===== config.mk =====
export PLATFORM = sky130hd
export DESIGN_NAME = serial_adder_ctrl_flat
export DESIGN_NICKNAME = d
export VERILOG_FILES = /design/src/rtl/serial_adder_ctrl_if.sv /design/src/rtl/serial_adder_ctrl.sv /design/src/flat_wrapper.sv
export SDC_FILE = /design/constraint.sdc
export NUM_CORES = 1
export LEC_CHECK = 0
export BUFFER_PORTS_ARGS = -buffer_cell sky130_fd_sc_hd__buf_2
export CORE_MARGIN = 5
export CORE_UTILIZATION = 35
export DETAILED_ROUTE_END_ITERATION = 8
export SETUP_SLACK_MARGIN = 0.2
export SLEW_MARGIN = 20
export SYNTH_ARGS = -nofsm -noshare
export SYNTH_HDL_FRONTEND = slang
export SYNTH_SLANG_ARGS = --single-unit

===== constraint.sdc =====
create_clock -name CLK -period 1.7 [get_ports CLK]
set_clock_uncertainty 0.1 [all_clocks]
set_input_delay 0 -clock CLK [delete_from_list [all_inputs] [get_ports CLK]]
set_output_delay 0 -clock CLK [all_outputs]
set_load 0.02 [all_outputs]

===== src/rtl/serial_adder_ctrl_if.sv =====
// serial_adder_ctrl_if
//   Operation request/response bundle for the bit-serial add/subtract
//   sequencer. The requester uses the master modport and the sequencer the
//   slave modport.
//
//   start   operation request, only acted on while the sequencer is idle
//   op      0 = a+b, 1 = a-b, sampled together with start
//   a, b    WIDTH-bit operands, sampled together with start
//   result  WIDTH-bit sum/difference, valid while done is high
//   co      carry out of the MSB (for subtract, 1 = no borrow)
//   v       signed overflow
//   busy    high while an operation is in progress
//   done    one-cycle pulse marking result/co/v valid
`ifndef DATA_WIDTH
`define DATA_WIDTH 32
`endif

interface serial_adder_ctrl_if #(
  parameter int unsigned WIDTH = `DATA_WIDTH
);
  logic             start;
  logic             op;
  logic [WIDTH-1:0] a;
  logic [WIDTH-1:0] b;
  logic [WIDTH-1:0] result;
  logic             co;
  logic             v;
  logic             busy;
  logic             done;

  modport master (
    output start, op, a, b,
    input  result, co, v, busy, done
  );

  modport slave (
    input  start, op, a, b,
    output result, co, v, busy, done
  );
endinterface


===== src/rtl/serial_adder_ctrl.sv =====
// serial_adder_ctrl
//   Bit-serial add/subtract sequencer. A single 1-bit full adder is stepped
//   WIDTH times, LSB first, with the carry held in a flip-flop between steps.
//   Operands are latched on a start request seen in IDLE; the result is
//   shifted in from the MSB end and is valid while done pulses.
//
//   Ports:
//     CLK   system clock, rising edge active
//     RST   asynchronous active-low reset
//     bus   serial_adder_ctrl_if slave modport (start/op/a/b in,
//           result/co/v/busy/done out)
//
//   Timing: the start edge E0 moves to RUN, edges E1..EW process bits
//   0..WIDTH-1, the state after EW is FIN (done=1), and edge E(W+1) returns
//   to IDLE. busy is high for exactly WIDTH+1 cycles.
`ifndef DATA_WIDTH
`define DATA_WIDTH 32
`endif

module serial_adder_ctrl #(
  parameter int unsigned WIDTH = `DATA_WIDTH
) (
  input logic              CLK,
  input logic              RST,
  serial_adder_ctrl_if.slave bus
);

  localparam int unsigned CNT_W = (WIDTH > 1) ? $clog2(WIDTH) : 1;
  localparam logic [CNT_W-1:0] CNT_LAST   = CNT_W'(WIDTH - 1);
  localparam logic [CNT_W-1:0] CNT_PENULT = CNT_W'(WIDTH - 2);

  typedef enum logic [1:0] {
    IDLE = 2'd0,
    RUN  = 2'd1,
    FIN  = 2'd2
  } state_t;

  state_t state, state_nxt;

  logic [WIDTH-1:0] sa;
  logic [WIDTH-1:0] sb;
  logic [WIDTH-1:0] res;
  logic             op_q;
  logic             cr;
  logic             cmsb;
  logic [CNT_W-1:0] cnt;
  logic             co_q;
  logic             v_q;
  logic             busy_q;
  logic             done_q;

  logic fa_b;
  logic fa_s;
  logic fa_co;

  // Subtract is a + ~b + 1: b is inverted bit by bit here and the +1 comes
  // from seeding the carry register with op at the start edge.
  assign fa_b = sb[0] ^ op_q;

  full_adder u_fa (
    .a  (sa[0]),
    .b  (fa_b),
    .ci (cr),
    .s  (fa_s),
    .co (fa_co)
  );

  always_ff @(posedge CLK or negedge RST) begin
    if (!RST) begin
      state <= IDLE;
    end else begin
      state <= state_nxt;
    end
  end

  always_comb begin
    state_nxt = state;
    case (state)
      IDLE: if (bus.start) state_nxt = RUN;
      RUN:  if (cnt == CNT_LAST) state_nxt = FIN;
      FIN:  state_nxt = IDLE;
      default: state_nxt = IDLE;
    endcase
  end

  // busy/done are flopped from the next state so they change together with
  // the state register and have no combinational path from the inputs.
  always_ff @(posedge CLK or negedge RST) begin
    if (!RST) begin
      busy_q <= 1'b0;
      done_q <= 1'b0;
    end else begin
      busy_q <= (state_nxt != IDLE);
      done_q <= (state_nxt == FIN);
    end
  end

  always_ff @(posedge CLK or negedge RST) begin
    if (!RST) begin
      sa   <= '0;
      sb   <= '0;
      res  <= '0;
      op_q <= 1'b0;
      cr   <= 1'b0;
      cmsb <= 1'b0;
      cnt  <= '0;
      co_q <= 1'b0;
      v_q  <= 1'b0;
    end else begin
      case (state)
        IDLE: begin
          if (bus.start) begin
            sa   <= bus.a;
            sb   <= bus.b;
            op_q <= bus.op;
            cr   <= bus.op;
            cnt  <= '0;
          end
        end
        RUN: begin
          res <= {fa_s, res[WIDTH-1:1]};
          cr  <= fa_co;
          sa  <= sa >> 1;
          sb  <= sb >> 1;
          cnt <= cnt + CNT_W'(1);
          // Carry out of bit WIDTH-2 is the carry into the MSB.
          if (cnt == CNT_PENULT) begin
            cmsb <= fa_co;
          end
          if (cnt == CNT_LAST) begin
            co_q <= fa_co;
            v_q  <= cmsb ^ fa_co;
          end
        end
        default: ;
      endcase
    end
  end

  assign bus.result = res;
  assign bus.co     = co_q;
  assign bus.v      = v_q;
  assign bus.busy   = busy_q;
  assign bus.done   = done_q;

endmodule

// full_adder
//   1-bit full adder: s = a ^ b ^ ci, co = majority(a, b, ci).
module full_adder (
  input  logic a,
  input  logic b,
  input  logic ci,
  output logic s,
  output logic co
);
  assign s  = a ^ b ^ ci;
  assign co = (a & b) | (a & ci) | (b & ci);
endmodule


===== src/flat_wrapper.sv =====
// flat-port wrapper written by rule: the top's interface ports become plain ports
module serial_adder_ctrl_flat 
#(
  parameter int unsigned WIDTH = `DATA_WIDTH
)
  (CLK, RST, bus_start, bus_op, bus_a, bus_b, bus_result, bus_co, bus_v, bus_busy, bus_done);
  serial_adder_ctrl_if #(.WIDTH(WIDTH)) bus_i ();
  input logic CLK;
  input logic RST;
  input wire logic [$bits(bus_i.start)-1:0] bus_start;
  input wire logic [$bits(bus_i.op)-1:0] bus_op;
  input wire logic [$bits(bus_i.a)-1:0] bus_a;
  input wire logic [$bits(bus_i.b)-1:0] bus_b;
  output wire logic [$bits(bus_i.result)-1:0] bus_result;
  output wire logic [$bits(bus_i.co)-1:0] bus_co;
  output wire logic [$bits(bus_i.v)-1:0] bus_v;
  output wire logic [$bits(bus_i.busy)-1:0] bus_busy;
  output wire logic [$bits(bus_i.done)-1:0] bus_done;
  assign bus_i.start = bus_start;
  assign bus_i.op = bus_op;
  assign bus_i.a = bus_a;
  assign bus_i.b = bus_b;
  assign bus_result = bus_i.result;
  assign bus_co = bus_i.co;
  assign bus_v = bus_i.v;
  assign bus_busy = bus_i.busy;
  assign bus_done = bus_i.done;
  serial_adder_ctrl #(.WIDTH(WIDTH)) u_core (.CLK(CLK), .RST(RST), .bus(bus_i));
endmodule

==> results of run 1 <==
layer usage:
metal	global-route usage, %	part of all wire, %	wire length [um]	up-vias
met2	25.5	48	6110	128
met5	0	0	0	-
met4	4.40	1.4	181	0
met3	4.16	5.6	711	16
met1	20.2	45	5730	2089
li1	-	-	-	2099
per-stage QoR:
step | instances | setup WS, ns
floorplan | 513 | 0.221
global placement | 773 | 0.160
detailed placement | 773 | 0.108
CTS | 860 | 0.192
global route | 864 | 0.141
finish | 864 | 0.247
sequential cells by signal, indices dropped and copies added (netlist names):
name / count
u_core.sb: 32
u_core.bus.v: 1
u_core.cmsb: 1
u_core.bus.co: 1
u_core.sa: 32
u_core.bus.done: 1
u_core.op_q: 1
u_core.cnt: 5
u_core.state: 2
u_core.bus.busy: 1
u_core.cr: 1
u_core.bus.result: 32
final cells by class:
type | instances | share of cell area (%)
multi-input combinational | 357 | 29.6
timing repair buffer | 195 | 21.6
clock inverter | 6 | 0.725
clock buffer | 10 | 3.40
tap | 180 | 3.35
sequential | 110 | 41.0
inverter | 6 | 0.335
cells in the mapped netlist, types with 2 or more instances:
library cell / count
clkbuf_1: 9
o21ai_0: 43
a22oi_1: 62
a2bb2oi_1: 2
dfrtp_1: 110
buf_4: 14
and2b_1: 17
ha_1: 3
o21ai_1: 27
a21oi_1: 34
inv_1: 5
buf_6: 8
nand2_1: 132
buf_2: 9
nor2b_1: 17
nor2b_4: 2
cells by family (layout without fill, tap and decap cells):
kind of cell / Yosys count / count (layout)
muxes: 2 / 2
buffers and inverters: 46 / 217
and+or+nand+nor: 174 / 174
AOI/OAI and AO/OA: 175 / 175
DFF: 110 / 110
xor gates and xnor gates: 2 / 2
adders and majority gates: 4 / 4
path summary, 6_finish.rpt:
| kind | from | end | slack, ns | depth (start not counted) |
|---|---|---|---|---|
| min reg2reg | u_core.bus.result[0]$_DFFE_PN0P_ | u_core.bus.result[0]$_DFFE_PN0P_ | 0.38 | 2 |
| max | u_core.cnt[0]$_DFFE_PN0P_ | u_core.bus.co$_DFFE_PN0P_ | 0.25 | 6 |
| max in group asynchronous | RST | u_core.sb[11]$_DFFE_PN0P_ | 0.83 | 3 |
| max reg2reg | u_core.cnt[0]$_DFFE_PN0P_ | u_core.bus.co$_DFFE_PN0P_ | 0.25 | 6 |
| min | RST | u_core.bus.result[27]$_DFFE_PN0P_ | 0.06 | 2 |
| min in group CLK | bus_start | u_core.sb[1]$_DFFE_PN0P_ | 0.10 | 4 |
power groups by stage:
stage	clock network, mW	registers [mW]	logic (mW)
4_1_cts	2.06	4.33	4.02
6_report	1.98	4.34	4.05
2_1_floorplan	0	4.69	2.37
3_3_place_gp	0	4.34	3.71
5_1_grt	2.17	4.49	4.55
3_5_place_dp	0	4.40	3.81
repair_timing:
item                                   4_1_cts  5_1_grt
endpoints found under the hold margin      176        0
hold buffers                                66        0
cloned                                       0        1
buffers inserted                             5        3
setup endpoints to repair                   18       73
pin swaps                                    1        3
resized for setup                            3       14
==> reports/qor.csv, run 1 <==
stage;metric;value;unit
synth;ys.flop_type;dfrtp_1;
synth;ys_seq_area_share;54.9;%
worst_setup_path;path_class;reg2reg;
finish;n_fill_cell;1258;
sta;max_slew_margin;65.4;%
clock_network;clockBufferDepth;2;
power_and_ir_drop;switching_power;4.03;mW
synth;netlist.area_leader.share;54.9;%
sta;whs;0.0637;ns
synth;yosys.area_share.simple;15.9;%
grt;grt.overflow.total;0;
routing;vias_per_cell;5.01;
routing;route.detailed.drc;0;
synth;netlist_area;5010;sq um
placement;gp_congestion;0.740;
synth;postSynthCellCount;513;
synth;synth_edf_count;0;
synth;synth_compound_area_share;21.3;%
sta;fmax;688;MHz
clock_network;path_clk_slew;0.07;ns
status;status;finished clean;
worst_setup_path;critPathMaxStageDelay;0.37;ns
floorplanning;ios;104;
grt;grt_pass1_vias;4306;
routing;first_pass_iters;5;
placement;post_dp_cell_area;5670;sq um
routing;vias;4332;
finish;multi_input_comb_area;1990;sq um
synth;synth_warnings;0;
worst_setup_path;required;1.84;ns
synth;synthXorXnorAreaFrac;0.350;%
synth;yosys.area.top_type;dfrtp_1;
worst_setup_path;critPathTopFamily;simple AND/OR/NAND/NOR gates;
worst_setup_path;crit_buf_inv;0;
clock_network;cts_tree;done;
finish;fin_nets;751;
floorplanning;die-area;16800;sq um
worst_setup_path;start_kind;register;
power_and_ir_drop;p_leak;3.21;nW
routing;drt_iter0_markers;221;
worst_setup_path;critical_path_arrival;1.59;ns
synth;syn_nets;585;
power_and_ir_drop;p_comb_share;39.0;%
job;drv_cap;0;
power_and_ir_drop;p_total;10.4;mW
floorplanning;rows;43;
floorplanning;die_h;130;um
synth;synth_area_leaders;dfrtp_1 55%, nand2_1 9.9%, a22oi_1 9.3%;
clock_network;root_buffer;clkbuf_16;
synth;ys_types;35;
grt;antenna_found_initial;0;
worst_setup_path;cp_cell_sequence;ha_2 > and3_4 > ha_4 > nand3b_1 > nand2_1 > o21ai_2;
finish;final_cell_mix;132 x nand2_1, 108 x dfrtp_1, 102 x buf_2, 66 x dlygate4sd3_1, 62 x a22oi_1;
synth;ys_ff_latch;110;
sta;worst_pin_slew;0.519;ns
sta;rsz0062_at_grt;yes;
synth;synthAdderAreaFrac;1.15;%
worst_setup_path;end_kind;register;
worst_setup_path;cpMaxStageDelayCell;dfrtp_1;
power_and_ir_drop;p_clk_share;19.1;%
placement;portBuffers;103;
sta;finalCriticalPeriod;1.45;ns
finish;syn2layout_area_growth;34.3;%
power_and_ir_drop;p_per_area;1540;nW/um^2
grt;grt_pass1_wl;21.0;mm
grt;grt_max_degree;44;
sta;hold_violations;0;
finish;final_core_util;48.3;%
finish;stdcell_area;6730;sq um
floorplanning;core-area;13900;sq um
min_path;hold_class;in2async;
clock_network;insertion_delay;0.35;ns
routing;wl;12.7;mm
power_and_ir_drop;p_sw_share;38.8;%
synth;syn_area_per_cell;9.77;sq um
placement;dp_hpwl;7.77;mm
finish;seqCellArea;2760;sq um
routing;antenna_left;0;
sta;fin_crit_sh;85.5;%
finish;drive_gt1_share;23.0;%
routing;wire_per_inst;14.7;um
power_and_ir_drop;internal_power;6.35;mW
clock_network;cts.sinks;110;
floorplanning;start_util;36.0;%
sta;setup_violations;0;
power_and_ir_drop;vdd_drop_max;0.666;mV
finish;n_antenna_cell;0;
sta;slew_viol_final;0;
clock_network;htree_levels;3;
clock_network;cts_buffers;9;
sta;fin_setup_tns;0;ns
floorplanning;dieWidth;130;um
synth;ys_async_sr_fraction;100;%
synth;synth_mux_area_share;0.425;%
synth;synth_top_family_by_area;compound AO/OA/AOI/OAI gates;
grt;gr-usage-all-layers;15.5;%
worst_setup_path;cp_max_fo;6;
finish;layout_commonest_cell;nand2_1;
power_and_ir_drop;power_frac_seq;41.8;%
No activity file was read; power rests on OpenSTA's default activity.
==> run 2: changes to the inputs <==
==> constraint.sdc (replaced) <==
create_clock -name CLK -period 1.35 [get_ports CLK]
set_clock_uncertainty 0.1 [all_clocks]
set_input_delay 0 -clock CLK [delete_from_list [all_inputs] [get_ports CLK]]
set_output_delay 0 -clock CLK [all_outputs]
set_load 0.02 [all_outputs]
==> run 2 against run 1 <==
Critical path type unchanged. Flip-flop and latch count unchanged. The run now ends with negative hold slack, negative setup slack left. Critical endpoint is now u_core.cnt[2]$_DFFE_PN0P_. Combinational power increased by 94%. Routed wire length increased by 19%.
==> reports/qor.csv, run 2 (synthesized netlist as in run 1, its figures left out) <==
stage;metric;value;unit;change
status;status;complete, but fails checks;;was finished clean
status;violations;negative hold slack, negative setup slack;;
routing;drt_iter0_markers;230;;was 221
power_and_ir_drop;switching_power;6.37;mW;was 4.03 mW
power_and_ir_drop;power_frac_seq;35.8;%;was 41.8%
grt;grt.overflow.total;0;;unchanged
finish;n_antenna_cell;0;;unchanged
worst_setup_path;required;1.52;ns;was 1.84 ns
sta;setup_ws;-0.114;ns;was 0.247 ns
worst_setup_path;reg2reg_slack;-0.11;ns;was 0.25 ns
clock_network;cts.sinks;110;;unchanged
job;drv_cap;0;;unchanged
worst_setup_path;cp_max_fo;8;;was 6
placement;placed_cells_incl_taps;780;;was 773
routing;first_pass_iters;4;;was 5
grt;grt_pass1_wl;22.8;mm;was 21.0 mm
clock_network;htree_levels;3;;unchanged
clock_network;clockBufferDepth;2;;unchanged
power_and_ir_drop;p_per_area;1980;nW/um^2;was 1540 nW/um^2
sta;whs;-0.00369;ns;was 0.0637 ns
clock_network;path_clk_slew;0.07;ns;about the same
finish;final_cell_mix;108 x dfrtp_1, 102 x buf_2, 67 x dlygate4sd3_1, 56 x nand2_1, 51 x o21ai_1;;was 132 x nand2_1, 108 x dfrtp_1, 102 x buf_2, 66 x dlygate4sd3_1, 62 x a22oi_1
floorplanning;die-area;16800;sq um;unchanged
grt;antenna_found_initial;0;;unchanged
finish;n_fill_cell;1131;;was 1258
grt;grt_pass1_vias;4637;;was 4306
power_and_ir_drop;internal_power;9.82;mW;was 6.35 mW
sta;slew_viol_final;0;;unchanged
sta;hold_violations;11;;was 0
routing;route.detailed.drc;0;;unchanged
clock_network;root_buffer;clkbuf_16;;unchanged
worst_setup_path;reg2reg_to;u_core.cnt[2]$_DFFE_PN0P_;;was u_core.bus.co$_DFFE_PN0P_
power_and_ir_drop;vdd_drop_max;0.836;mV;was 0.666 mV
worst_setup_path;reg2reg_from;u_core.state[0]$_DFF_PN0_;;was u_core.cnt[0]$_DFFE_PN0P_
routing;wire_per_inst;16.8;um;was 14.7 um
routing;vias_per_cell;5.15;;was 5.01
power_and_ir_drop;p_comb_share;48.6;%;was 39.0%
finish;drive_gt1_share;47.5;%;was 23.0%
worst_setup_path;reg2reg_depth;4;;was 6
clock_network;insertion_delay;0.34;ns;was 0.35 ns
placement;gp_congestion;0.745;;was 0.740
worst_setup_path;critical_path_arrival;1.63;ns;was 1.59 ns
finish;syn2layout_area_growth;63.4;%;was 34.3%
routing;wl;15.1;mm;was 12.7 mm
grt;gr-usage-all-layers;17.0;%;was 15.5%
sta;finalCriticalPeriod;1.46;ns;was 1.45 ns
worst_setup_path;path_class;reg2reg;;unchanged
finish;layout_commonest_cell;dfrtp_1;;was nand2_1
finish;fin_cells;900;;was 864
clock_network;cts_buffers;9;;unchanged
sta;fin_crit_sh;108;%;was 85.5%
power_and_ir_drop;p_sw_share;39.3;%;was 38.8%
power_and_ir_drop;p_leak;3.88;nW;was 3.21 nW
sta;fmax;683;MHz;was 688 MHz
placement;portBuffers;103;;unchanged
finish;fin_nets;787;;was 751
worst_setup_path;end_kind;register;;unchanged
sta;setup_violations;78;;was 0
floorplanning;dieWidth;130;um;unchanged
sta;max_slew_margin;69.2;%;was 65.4%
clock_network;cts_tree;done;;unchanged
min_path;hold_class;in2async;;unchanged
placement;place_ws;-0.0675;ns;was 0.108 ns
floorplanning;ios;104;;unchanged
power_and_ir_drop;p_clk_share;15.6;%;was 19.1%
placement;dp_hpwl;7.88;mm;was 7.77 mm
sta;fin_setup_tns;-3.39;ns;was 0 ns
floorplanning;core-area;13900;sq um;unchanged
sta;worst_pin_slew;0.460;ns;was 0.519 ns
grt;grt_max_degree;48;;was 44
sta;rsz0062_at_grt;yes;;unchanged
power_and_ir_drop;p_total;16.2;mW;was 10.4 mW
routing;antenna_left;0;;unchanged
floorplanning;die_h;130;um;unchanged
worst_setup_path;start_kind;register;;unchanged
floorplanning;start_util;36.0;%;unchanged
floorplanning;rows;43;;unchanged
routing;vias;4633;;was 4332
[run 2: how the worst max path moves through the flow]
stage               slack, ns  depth (start not counted)                         to                 startpoint
floorplan               -0.02                          4  u_core.cnt[4]$_DFFE_PN0P_  u_core.cnt[1]$_DFFE_PN0P_
global placement        -0.07                          4   u_core.bus.v$_DFFE_PN0P_    u_core.op_q$_DFFE_PN0P_
detailed placement      -0.07                          6  u_core.bus.co$_DFFE_PN0P_  u_core.cnt[1]$_DFFE_PN0P_
CTS                     -0.06                          6  u_core.bus.co$_DFFE_PN0P_  u_core.cnt[0]$_DFFE_PN0P_
global route            -0.18                          4  u_core.cnt[2]$_DFFE_PN0P_  u_core.state[0]$_DFF_PN0_
finish                  -0.11                          4  u_core.cnt[2]$_DFFE_PN0P_  u_core.state[0]$_DFF_PN0_
[run 2: cell type report]
cell class / count / area [sq um] / area share (%)
inverter: 6 / 22.5 / 0.275
multi-input combinational: 357 / 2690 / 32.8
sequential: 110 / 2760 / 33.6
tap: 180 / 225 / 2.75
clock buffer: 13 / 260 / 3.18
clock inverter: 3 / 18.8 / 0.229
timing repair buffer: 231 / 2220 / 27.1
[run 2: timing repair]
action	in CTS	in global routing
cloned	10	8
endpoints found under the setup margin	109	110
gates resized for setup	104	107
setup buffers	15	4
hold buffers	67	0
hold endpoints to repair	176	0
pin swaps	32	80
[run 2: metrics by stage]
stage | area (sq um) | hold WS, ns | utilization, %
CTS | 7560 | -0.0145 | 54.3
global route | 8190 | 0.0124 | 58.8
global placement | 5900 | -0.184 | 42.3
finish | 8190 | -0.00369 | 58.8
floorplan | 5170 | -0.396 | -
detailed placement | 5900 | -0.176 | 42.3
[run 2: worst max-delay path, stage by stage (launching register included)]
cell      delay [ns]
dfrtp_2         0.49
o21bai_4        0.41
inv_2           0.13
o21a_1          0.13
mux2i_1         0.13
[run 2: power groups by stage]
stage	sequential, mW	combinational (mW)	clock, mW
global placement	5.45	5.21	0
detailed placement	5.52	5.38	0
CTS	5.61	6.73	2.64
finish	5.80	7.87	2.53
floorplan	5.94	3.36	0
global route	5.96	8.52	2.74
[run 2: per-layer routing]
layer	wire length, um	GRT usage, %	vias to the layer above
met5	0	0	-
met4	374	7.58	0
met3	687	2.60	31
met2	7690	28.3	126
met1	6360	21.8	2291
li1	-	-	2185
